`src/rtl/dmem_arbiter_pkg.sv`:
```
// Shared types and constants for the two-port data-memory arbiter.
package dmem_arbiter_pkg;

    localparam int unsigned DARB_ADDR_W = 9;
    localparam int unsigned DARB_DATA_W = 16;

    typedef enum logic [1:0] {
        DARB_IDLE  = 2'd0,
        DARB_ISSUE = 2'd1,
        DARB_DONE  = 2'd2
    } darb_state_e;

    localparam logic DARB_P0 = 1'b0;
    localparam logic DARB_P1 = 1'b1;

endpackage

```
`src/rtl/dmem_arbiter_pick.sv`:
```
// Combinational 2-way picker. DMEM_ARB_RR_EN selects round-robin; otherwise port 0 has fixed priority.
module dmem_arb_pick
    import dmem_arbiter_pkg::*;
(
    input  logic [1:0] req_i,
    input  logic       last_winner_i,
    output logic       gnt_valid_o,
    output logic       gnt_id_o
);

    always_comb begin
        gnt_valid_o = |req_i;
        gnt_id_o    = DARB_P0;
`ifdef DMEM_ARB_RR_EN
        if (&req_i) begin
            gnt_id_o = ~last_winner_i;
        end else if (req_i[1]) begin
            gnt_id_o = DARB_P1;
        end
`else
        if (!req_i[0] && req_i[1]) begin
            gnt_id_o = DARB_P1;
        end
`endif
    end

`ifndef DMEM_ARB_RR_EN
    logic unused_last_winner;
    assign unused_last_winner = last_winner_i;
`endif

endmodule

```
`src/rtl/dmem_arbiter.sv`:
```
// Arbitrates a single-port data memory between a CPU port (p0) and a DMA/debug port (p1).
// Optional round-robin arbitration is enabled with macro DMEM_ARB_RR_EN.
module dmem_arbiter
    import dmem_arbiter_pkg::*;
#(
    parameter int unsigned ADDR_W = DARB_ADDR_W,
    parameter int unsigned DATA_W = DARB_DATA_W
) (
    input  logic              clk,
    input  logic              rst,
    input  logic              p0_req,
    input  logic              p0_we,
    input  logic [ADDR_W-1:0] p0_addr,
    input  logic [DATA_W-1:0] p0_wdata,
    output logic              p0_ack,
    output logic [DATA_W-1:0] p0_rdata,
    input  logic              p1_req,
    input  logic              p1_we,
    input  logic [ADDR_W-1:0] p1_addr,
    input  logic [DATA_W-1:0] p1_wdata,
    output logic              p1_ack,
    output logic [DATA_W-1:0] p1_rdata,
    output logic              mem_read,
    output logic              mem_write,
    output logic [ADDR_W-1:0] mem_addr,
    output logic [DATA_W-1:0] mem_wdata,
    input  logic [DATA_W-1:0] mem_rdata
);

    darb_state_e       state_q, state_d;
    logic              cmd_id_q, cmd_id_d;
    logic              cmd_we_q, cmd_we_d;
    logic [ADDR_W-1:0] cmd_addr_q, cmd_addr_d;
    logic [DATA_W-1:0] cmd_wdata_q, cmd_wdata_d;
    logic [DATA_W-1:0] p0_rdata_q, p0_rdata_d;
    logic [DATA_W-1:0] p1_rdata_q, p1_rdata_d;
    logic              p0_ack_q, p0_ack_d;
    logic              p1_ack_q, p1_ack_d;
    logic              mem_read_q, mem_read_d;
    logic              mem_write_q, mem_write_d;
    logic              last_winner;
    logic              gnt_valid;
    logic              gnt_id;
    logic              sel_we;

`ifdef DMEM_ARB_RR_EN
    logic last_winner_q, last_winner_d;
    assign last_winner = last_winner_q;
`else
    assign last_winner = DARB_P1;
`endif

    dmem_arb_pick u_pick (
        .req_i         ({p1_req, p0_req}),
        .last_winner_i (last_winner),
        .gnt_valid_o   (gnt_valid),
        .gnt_id_o      (gnt_id)
    );

    assign sel_we = (gnt_id == DARB_P1) ? p1_we : p0_we;

    always_comb begin
        state_d     = state_q;
        cmd_id_d    = cmd_id_q;
        cmd_we_d    = cmd_we_q;
        cmd_addr_d  = cmd_addr_q;
        cmd_wdata_d = cmd_wdata_q;
        p0_rdata_d  = p0_rdata_q;
        p1_rdata_d  = p1_rdata_q;
        p0_ack_d    = 1'b0;
        p1_ack_d    = 1'b0;
        mem_read_d  = 1'b0;
        mem_write_d = 1'b0;
`ifdef DMEM_ARB_RR_EN
        last_winner_d = last_winner_q;
`endif
        case (state_q)
            DARB_IDLE: begin
                if (gnt_valid) begin
                    state_d     = DARB_ISSUE;
                    cmd_id_d    = gnt_id;
                    cmd_we_d    = sel_we;
                    cmd_addr_d  = (gnt_id == DARB_P1) ? p1_addr  : p0_addr;
                    cmd_wdata_d = (gnt_id == DARB_P1) ? p1_wdata : p0_wdata;
                    // Strobes are registered here so they are live for the whole ISSUE cycle.
                    mem_write_d = sel_we;
                    mem_read_d  = ~sel_we;
`ifdef DMEM_ARB_RR_EN
                    last_winner_d = gnt_id;
`endif
                end
            end
            DARB_ISSUE: begin
                state_d = DARB_DONE;
                if (!cmd_we_q) begin
                    if (cmd_id_q == DARB_P1) p1_rdata_d = mem_rdata;
                    else                     p0_rdata_d = mem_rdata;
                end
                p0_ack_d = (cmd_id_q == DARB_P0);
                p1_ack_d = (cmd_id_q == DARB_P1);
            end
            DARB_DONE: begin
                state_d = DARB_IDLE;
            end
            default: begin
                state_d = DARB_IDLE;
            end
        endcase
    end

    always_ff @(posedge clk) begin
        if (rst) begin
            state_q     <= DARB_IDLE;
            cmd_id_q    <= DARB_P0;
            cmd_we_q    <= 1'b0;
            cmd_addr_q  <= '0;
            cmd_wdata_q <= '0;
            p0_rdata_q  <= '0;
            p1_rdata_q  <= '0;
            p0_ack_q    <= 1'b0;
            p1_ack_q    <= 1'b0;
            mem_read_q  <= 1'b0;
            mem_write_q <= 1'b0;
`ifdef DMEM_ARB_RR_EN
            last_winner_q <= DARB_P1;
`endif
        end else begin
            state_q     <= state_d;
            cmd_id_q    <= cmd_id_d;
            cmd_we_q    <= cmd_we_d;
            cmd_addr_q  <= cmd_addr_d;
            cmd_wdata_q <= cmd_wdata_d;
            p0_rdata_q  <= p0_rdata_d;
            p1_rdata_q  <= p1_rdata_d;
            p0_ack_q    <= p0_ack_d;
            p1_ack_q    <= p1_ack_d;
            mem_read_q  <= mem_read_d;
            mem_write_q <= mem_write_d;
`ifdef DMEM_ARB_RR_EN
            last_winner_q <= last_winner_d;
`endif
        end
    end

    assign p0_ack    = p0_ack_q;
    assign p1_ack    = p1_ack_q;
    assign p0_rdata  = p0_rdata_q;
    assign p1_rdata  = p1_rdata_q;
    assign mem_read  = mem_read_q;
    // A reset arriving during ISSUE must not let the pending write land in memory.
    assign mem_write = mem_write_q & ~rst;
    assign mem_addr  = cmd_addr_q;
    assign mem_wdata = cmd_wdata_q;

endmodule
```
`config.mk`:
```
export PLATFORM = sky130hd
export DESIGN_NAME = dmem_arbiter
export DESIGN_NICKNAME = d
export VERILOG_FILES = /design/src/rtl/dmem_arbiter_pkg.sv /design/src/rtl/dmem_arbiter_pick.sv /design/src/rtl/dmem_arbiter.sv
export SDC_FILE = /design/constraint.sdc
export NUM_CORES = 1
export LEC_CHECK = 0
export ABC_AREA = 1
export BUFFER_PORTS_ARGS = -buffer_cell sky130_fd_sc_hd__buf_2
export CAP_MARGIN = 25
export CORE_AREA = 2 2 109 111
export CTS_CLUSTER_DIAMETER = 120
export DETAILED_ROUTE_END_ITERATION = 8
export DIE_AREA = 0 0 111 113
export GPL_ROUTABILITY_DRIVEN = 0
export SLEW_MARGIN = 20
export SYNTH_ARGS = -nofsm -noshare
export SYNTH_HDL_FRONTEND = slang
export SYNTH_HIERARCHICAL = 1
export SYNTH_SLANG_ARGS = --single-unit
```
`constraint.sdc`:
```
create_clock -name clk -period 1.44 [get_ports clk]
set_input_delay 0.288 -clock clk [delete_from_list [all_inputs] [get_ports clk]]
set_output_delay 0.288 -clock clk [all_outputs]
set_load 0.01 [all_outputs]
```
==> implementation parameters, run 1 <==
Parameter                              Value

Synth
  Synth Instances    471
  Warning count from the yosys run    6
  Syn_nets    543
  Syn Area/Cell    6.354 um^2
  Netlist area before placement    0.002993 mm^2

Clock network
  Inserted Clock Buffers    9
  Clock tree from TritonCTS    yes
  Post-cts repair resize count    0
  Maximum number of buffers from clock root to sink    2
  Count of clock tree sinks    65
  Clock slew at the register clock pins of the worst setup and hold paths    0.05 ns
  Buffers inserted by post-CTS timing repair    0
  Clock latency on the worst-skew pair    0.33 ns
  H-tree level count    3
  Root cell of the clock tree    sky130_fd_sc_hd__clkbuf_16
  Number of buffers inserted by hold repair at cts    0

Die
  Initial Utilization    26.55%
  Number of rows created at floorplan    39
  Number of top-level pins    133
  Floorplan die area    0.01254 mm^2
  Chip width    111 um
  Die Y    113 um
  Standard cell core area    0.01127 mm^2

Timing
  Final Max Tran Viols    0
  Fin crit period    1.171 ns
  Transition time at the pin with the least slew margin    0.4293 ns
  Worst clock skew on the final layout    0.007779 ns
  Fin. Hold Viols    0
  Setup-violating endpoint count in the final report    0
  Total Negative Setup Slacks    0 ns
  Unrepaired setup endpoints after global routing    false
  Hold WS    0.1767 ns
  Max Clk Rate    853.9 MHz
  Fraction of the cycle the final worst path needs    81.33%
  Worst max-slew margin expressed relative to the limit    71.34%
  Fin worst setup slack    0.2688 ns

Cells and area
  Most frequent cells in the layout    sky130_fd_sc_hd__nand2_1 (163), sky130_fd_sc_hd__buf_2 (132), sky130_fd_sc_hd__nor2_1 (102), sky130_fd_sc_hd__dfxtp_1 (65), sky130_fd_sc_hd__inv_1 (48)
  Fraction of final layout cells with drive strength greater than 1    27.45%
  Final Core Density    36.11%
  Most frequent standard cell in the layout excluding fill and tap cells    sky130_fd_sc_hd__nand2_1
  Nets    668
  Area Growth Syn to Fin    35.99%
  Count of inserted antenna diode cells    0

Power
  Power per cell area    1256 mW/mm^2
  Largest voltage drop on the vdd net    609.5 uV
  Static power due to leakage    2.263 nW
  Total design power    0.005112 W

Run
  Max-cap violation count    0

Place
  Half-perimeter wire length of the detailed placement result    6086 um
  IO Port Bufs    132
  Worst setup timing slack at the placement stage    0.1351 ns

GRT
  Wire length of the first global-routing pass    13720 um
  Total congestion overflow after global routing    0
  Maximum number of pins on one net before global-route repair    50
  GR Util All Layers    13.33%
  Number of global-route vias before repair    3024
  Number of antenna violations at the first check in global routing    0

Setup path
  Crit path launch type    flip-flop
  Worst EP arrival    1.39 ns
  Critical Path Sink Type    flip-flop
  CP max FO    16
  CP required    1.66 ns
  Type of the setup path with the least slack    reg2reg

Detailed routing
  Vias    3165
  Wire length after detailed routing    8110 um
  Drt via density    4.254
  Antenna-violating nets left    0
  Residual DRC    0
  Wire length per cell after detailed routing    10.90 um
  Detailed-router iteration count before antenna repair    4
  Initial detailed-routing violation count    178

Outcome
  Status    finished clean

Min path
  Type of the tightest min-delay check    in2reg
==> state kept, by name, indices dropped and copies added, names as in the netlist <==
register     cells
mem_read         1
state_q          2
p0_rdata        16
cmd_we_q         1
mem_addr         9
p1_rdata        16
mem_write_q      1
cmd_id_q         1
p1_ack           1
mem_wdata       16
p0_ack           1
==> metal layers <==
| layer | global-route usage (%) | part of all wire, % |
|---|---|---|
| met5 | 0 | 0 |
| met4 | 4.333 | 1.1 |
| met3 | 4.499 | 7.7 |
| met2 | 22.99 | 47 |
| met1 | 15.66 | 44 |
==> stage by stage <==
step / area [um^2] / instances
2_1_floorplan: 2993 / 471
3_3_place_gp: 3780 / 728
3_5_place_dp: 3780 / 728
4_1_cts: 4070 / 744
5_1_grt: 4070 / 744
6_report: 4070 / 744
==> path summary, 6_finish.rpt <==
path | startpoint | end | slack [ns] | depth (start not counted)
setup / recovery | cmd_id_q | p1_rdata[7] | 0.27 | 5
hold / removal | rst | cmd_id_q | 0.18 | 2
setup reg to reg | cmd_id_q | p1_rdata[7] | 0.27 | 5
hold reg to reg | p0_rdata[12] | p0_rdata[12] | 0.48 | 2
==> report_power, final <==
group | total, W | internal [W] | switching (W)
registers | 0.00203 | 0.00195 | 0.0000828
logic | 0.000934 | 0.000385 | 0.000549
clock network | 0.00215 | 0.00138 | 0.000763
==> layout make-up <==
| class | count | area (um^2) |
|---|---|---|
| fillers | 1225 | 7202 |
| multi-input cells | 327 | 1330 |
| flip-flops and latches | 65 | 1301 |
| repair buffers | 140 | 770.7 |
| clock buffers | 13 | 250.2 |
| inverters | 53 | 198.9 |
| well taps | 143 | 178.9 |
| clock inverters | 3 | 40.04 |
==> critical path: stages (launching register included) <==
cell and delay (ns):
sky130_fd_sc_hd__dfxtp_1 0.41, sky130_fd_sc_hd__inv_2 0.07, sky130_fd_sc_hd__nor2_4 0.32, sky130_fd_sc_hd__nand3_1 0.13
sky130_fd_sc_hd__nand2_1 0.08, sky130_fd_sc_hd__nor2_1 0.04
No activity file was read; power rests on OpenSTA's default activity.
==> inputs of run 2 (changes only) <==
--- a/config.mk
+++ b/config.mk
@@ -5,13 +5,13 @@
 export SDC_FILE = /design/constraint.sdc
 export NUM_CORES = 1
 export LEC_CHECK = 0
-export ABC_AREA = 1
+export ABC_AREA = 0
 export BUFFER_PORTS_ARGS = -buffer_cell sky130_fd_sc_hd__buf_2
 export CAP_MARGIN = 25
-export CORE_AREA = 2 2 109 111
+export CORE_AREA = 2 2 105 107
 export CTS_CLUSTER_DIAMETER = 120
 export DETAILED_ROUTE_END_ITERATION = 8
-export DIE_AREA = 0 0 111 113
+export DIE_AREA = 0 0 107 109
 export GPL_ROUTABILITY_DRIVEN = 0
 export SLEW_MARGIN = 20
 export SYNTH_ARGS = -nofsm -noshare
==> constraint.sdc (replaced) <==
create_clock -name clk -period 1 [get_ports clk]
set_input_delay 0.2 -clock clk [delete_from_list [all_inputs] [get_ports clk]]
set_output_delay 0.2 -clock clk [all_outputs]
set_load 0.01 [all_outputs]
==> implementation parameters, run 2 <==
Parameter                              Value

Clock network
  Clock latency on the worst-skew pair    0.33 ns (about the same)
  Root cell of the clock tree    sky130_fd_sc_hd__clkbuf_8 (was sky130_fd_sc_hd__clkbuf_16)
  Clock slew at the register clock pins of the worst setup and hold paths    0.08 ns (was 0.05 ns)
  Number of buffers inserted by hold repair at cts    0 (unchanged)
  Maximum number of buffers from clock root to sink    2 (unchanged)
  Inserted Clock Buffers    9 (unchanged)
  H-tree level count    3 (unchanged)
  Count of clock tree sinks    65 (unchanged)
  Clock tree from TritonCTS    yes (unchanged)

Power
  Switching part of the total    26.63% (was 27.28%)
  Clock share of power    33.0% (was 42.0%)
  Power per cell area    1381 mW/mm^2 (was 1256 mW/mm^2)
  Power Internal    0.004802 W (was 0.003717 W)
  Total design power    0.006545 W (was 0.005112 W)
  Switching Power    0.001743 W (was 0.001395 W)
  Static power due to leakage    2.117 nW (was 2.263 nW)
  Proportion of power drawn by flip-flops and latches    44.6% (was 39.8%)
  Combinational Power Share    22.4% (was 18.3%)
  Largest voltage drop on the vdd net    649.4 uV (was 609.5 uV)

Detailed routing
  Wire length after detailed routing    7827 um (was 8110 um)
  Wire length per cell after detailed routing    13.80 um (was 10.90 um)
  Drt via density    4.344 (was 4.254)
  Detailed-router iteration count before antenna repair    4 (unchanged)
  Residual DRC    0 (unchanged)
  Initial detailed-routing violation count    65 (was 178)
  Vias    2463 (was 3165)
  Antenna-violating nets left    0 (unchanged)

Synth
  Syn Area/Cell    10.80 um^2 (was 6.354 um^2)
  Warning count from the yosys run    6 (unchanged)
  Synth Instances    259 (was 471)
  Syn_nets    331 (was 543)
  Netlist area before placement    0.002796 mm^2 (was 0.002993 mm^2)

Die
  Standard cell core area    0.01060 mm^2 (was 0.01127 mm^2)
  Die Y    109 um (was 113 um)
  Initial Utilization    26.37% (was 26.55%)
  Number of top-level pins    133 (unchanged)
  Chip width    107 um (was 111 um)
  Number of rows created at floorplan    38 (was 39)
  Floorplan die area    0.01166 mm^2 (was 0.01254 mm^2)

Min path
  Type of the tightest min-delay check    in2reg (unchanged)

Setup path
  Critical Path Sink Type    flip-flop (unchanged)
  Worst R2R Setup Slack    -0.29 ns (was 0.27 ns)
  Worst stage delay on the critical path    0.56 ns (was 0.41 ns)
  Worst EP arrival    1.55 ns (was 1.39 ns)
  Sequence of cells on the critical path    or4b_4 -> buf_12 -> o22ai_2 (was inv_2 -> nor2_4 -> nand3_1 -> nand2_1 -> nor2_1)
  Crit path launch type    flip-flop (unchanged)
  Family with the most delay on the worst path    simple AND/OR/NAND/NOR gates (unchanged)
  Number of buffer and inverter instances along the worst setup path    1 (unchanged)
  Type of the setup path with the least slack    reg2reg (unchanged)
  CP required    1.25 ns (was 1.66 ns)
  CP max FO    19 (was 16)
  Slowest stage cell on the critical path    sky130_fd_sc_hd__or4b_4 (was sky130_fd_sc_hd__dfxtp_1)

Place
  IO Port Bufs    132 (unchanged)
  Worst setup timing slack at the placement stage    -0.3244 ns (was 0.1351 ns)
  Half-perimeter wire length of the detailed placement result    4936 um (was 6086 um)

GRT
  Wire length of the first global-routing pass    11560 um (was 13720 um)
  Number of antenna violations at the first check in global routing    0 (unchanged)
  Maximum number of pins on one net before global-route repair    49 (was 50)
  Number of global-route vias before repair    2460 (was 3024)
  Total congestion overflow after global routing    0 (unchanged)
  GR Util All Layers    12.54% (was 13.33%)

Run
  Max-cap violation count    0 (unchanged)

Timing
  Worst max-slew margin expressed relative to the limit    76.76% (was 71.34%)
  Fin crit period    1.291 ns (was 1.171 ns)
  Worst clock skew on the final layout    0.008228 ns (was 0.007779 ns)
  Setup-violating endpoint count in the final report    63 (was 0)
  Transition time at the pin with the least slew margin    0.3486 ns (was 0.4293 ns)
  Fraction of the cycle the final worst path needs    129.1% (was 81.33%)
  Max Clk Rate    774.6 MHz (was 853.9 MHz)
  Unrepaired setup endpoints after global routing    true (was false)
  Final Max Tran Viols    0 (unchanged)
  Fin. Hold Viols    0 (unchanged)
  Fin worst setup slack    -0.2909 ns (was 0.2688 ns)

Cells and area
  Most frequent cells in the layout    sky130_fd_sc_hd__nand2b_1 (76), sky130_fd_sc_hd__buf_2 (72), sky130_fd_sc_hd__buf_6 (65), sky130_fd_sc_hd__dfxtp_2 (64), sky130_fd_sc_hd__mux2i_1 (59) (was sky130_fd_sc_hd__nand2_1 (163), sky130_fd_sc_hd__buf_2 (132), sky130_fd_sc_hd__nor2_1 (102), sky130_fd_sc_hd__dfxtp_1 (65), sky130_fd_sc_hd__inv_1 (48))
  Area Growth Syn to Fin    69.44% (was 35.99%)
  Most frequent standard cell in the layout excluding fill and tap cells    sky130_fd_sc_hd__nand2b_1 (was sky130_fd_sc_hd__nand2_1)
  Fraction of final layout cells with drive strength greater than 1    65.11% (was 27.45%)
  Count of inserted antenna diode cells    0 (unchanged)
  Nets    495 (was 668)

Outcome
  Status    complete, but fails checks (was finished clean)
  Failing checks    setup timing
## run 2: repair_timing
item | 4_1_cts | 5_1_grt
setup buffers | 3 | 15
resized for setup | 122 | 23
gates cloned | 1 | 3
pin swaps | 1 | 1
endpoints found under the setup margin | 124 | 121
## run 2: worst paths after layout
| kind | from | endpoint | cells after the start |
|---|---|---|---|
| worst min-delay path | mem_rdata[14] | p1_rdata[14] | 3 |
| worst max register to register | state_q[0] | mem_wdata[0] | 3 |
| worst max-delay path | state_q[0] | mem_wdata[0] | 3 |
| worst min register to register | p0_rdata[9] | p0_rdata[9] | 2 |
## run 2: final cells by class
type                    count  area [um^2]
flip-flops and latches     65         1381
well taps                 140        175.2
repair buffers            173         1485
fillers                  1018         5864
multi-input cells         173         1508
clock inverters             5        57.56
clock buffers              10        127.6
inverters                   1        3.754
## run 2: layer usage
| metal | track usage (%) | part of all wire, % | wire (um) | vias up |
|---|---|---|---|---|
| li1 | - | - | - | 1218 |
| met1 | 14.99 | 44 | 3447 | 1141 |
| met2 | 21.43 | 48 | 3762 | 93 |
| met3 | 3.766 | 6.9 | 542 | 11 |
| met4 | 4.453 | 0.96 | 75 | 0 |
| met5 | 0 | 0 | 0 | - |
## run 2: power by group through the flow
stage          registers (W)  clock network, W  logic (W)
6_report             0.00292           0.00216    0.00147
3_3_place_gp         0.00291                 0    0.00105
4_1_cts              0.00291           0.00226    0.00126
3_5_place_dp         0.00290                 0    0.00107
5_1_grt              0.00294           0.00236    0.00157
2_1_floorplan        0.00298                 0   0.000524
## run 2: through the flow
stage | utilization, % | hold slack (ns) | std cells | instance area [um^2] | TNS, ns
after floorplan | - | 0.3702 | 259 | 2844 | -7.206
after global placement | 35.47 | 0.4571 | 530 | 3761 | -12.49
after detailed placement | 35.47 | 0.4639 | 530 | 3761 | -13.65
after CTS | 41.99 | 0.1033 | 549 | 4452 | -13.43
after global routing | 44.69 | 0.1312 | 567 | 4738 | -16.31
final | 44.69 | 0.1441 | 567 | 4738 | -13.08
## run 2: tightest hold or removal path, stage by stage
cell and delay, ns:
sky130_fd_sc_hd__buf_2 0.10, sky130_fd_sc_hd__nand2b_1 0.08, sky130_fd_sc_hd__mux2i_1 0.06
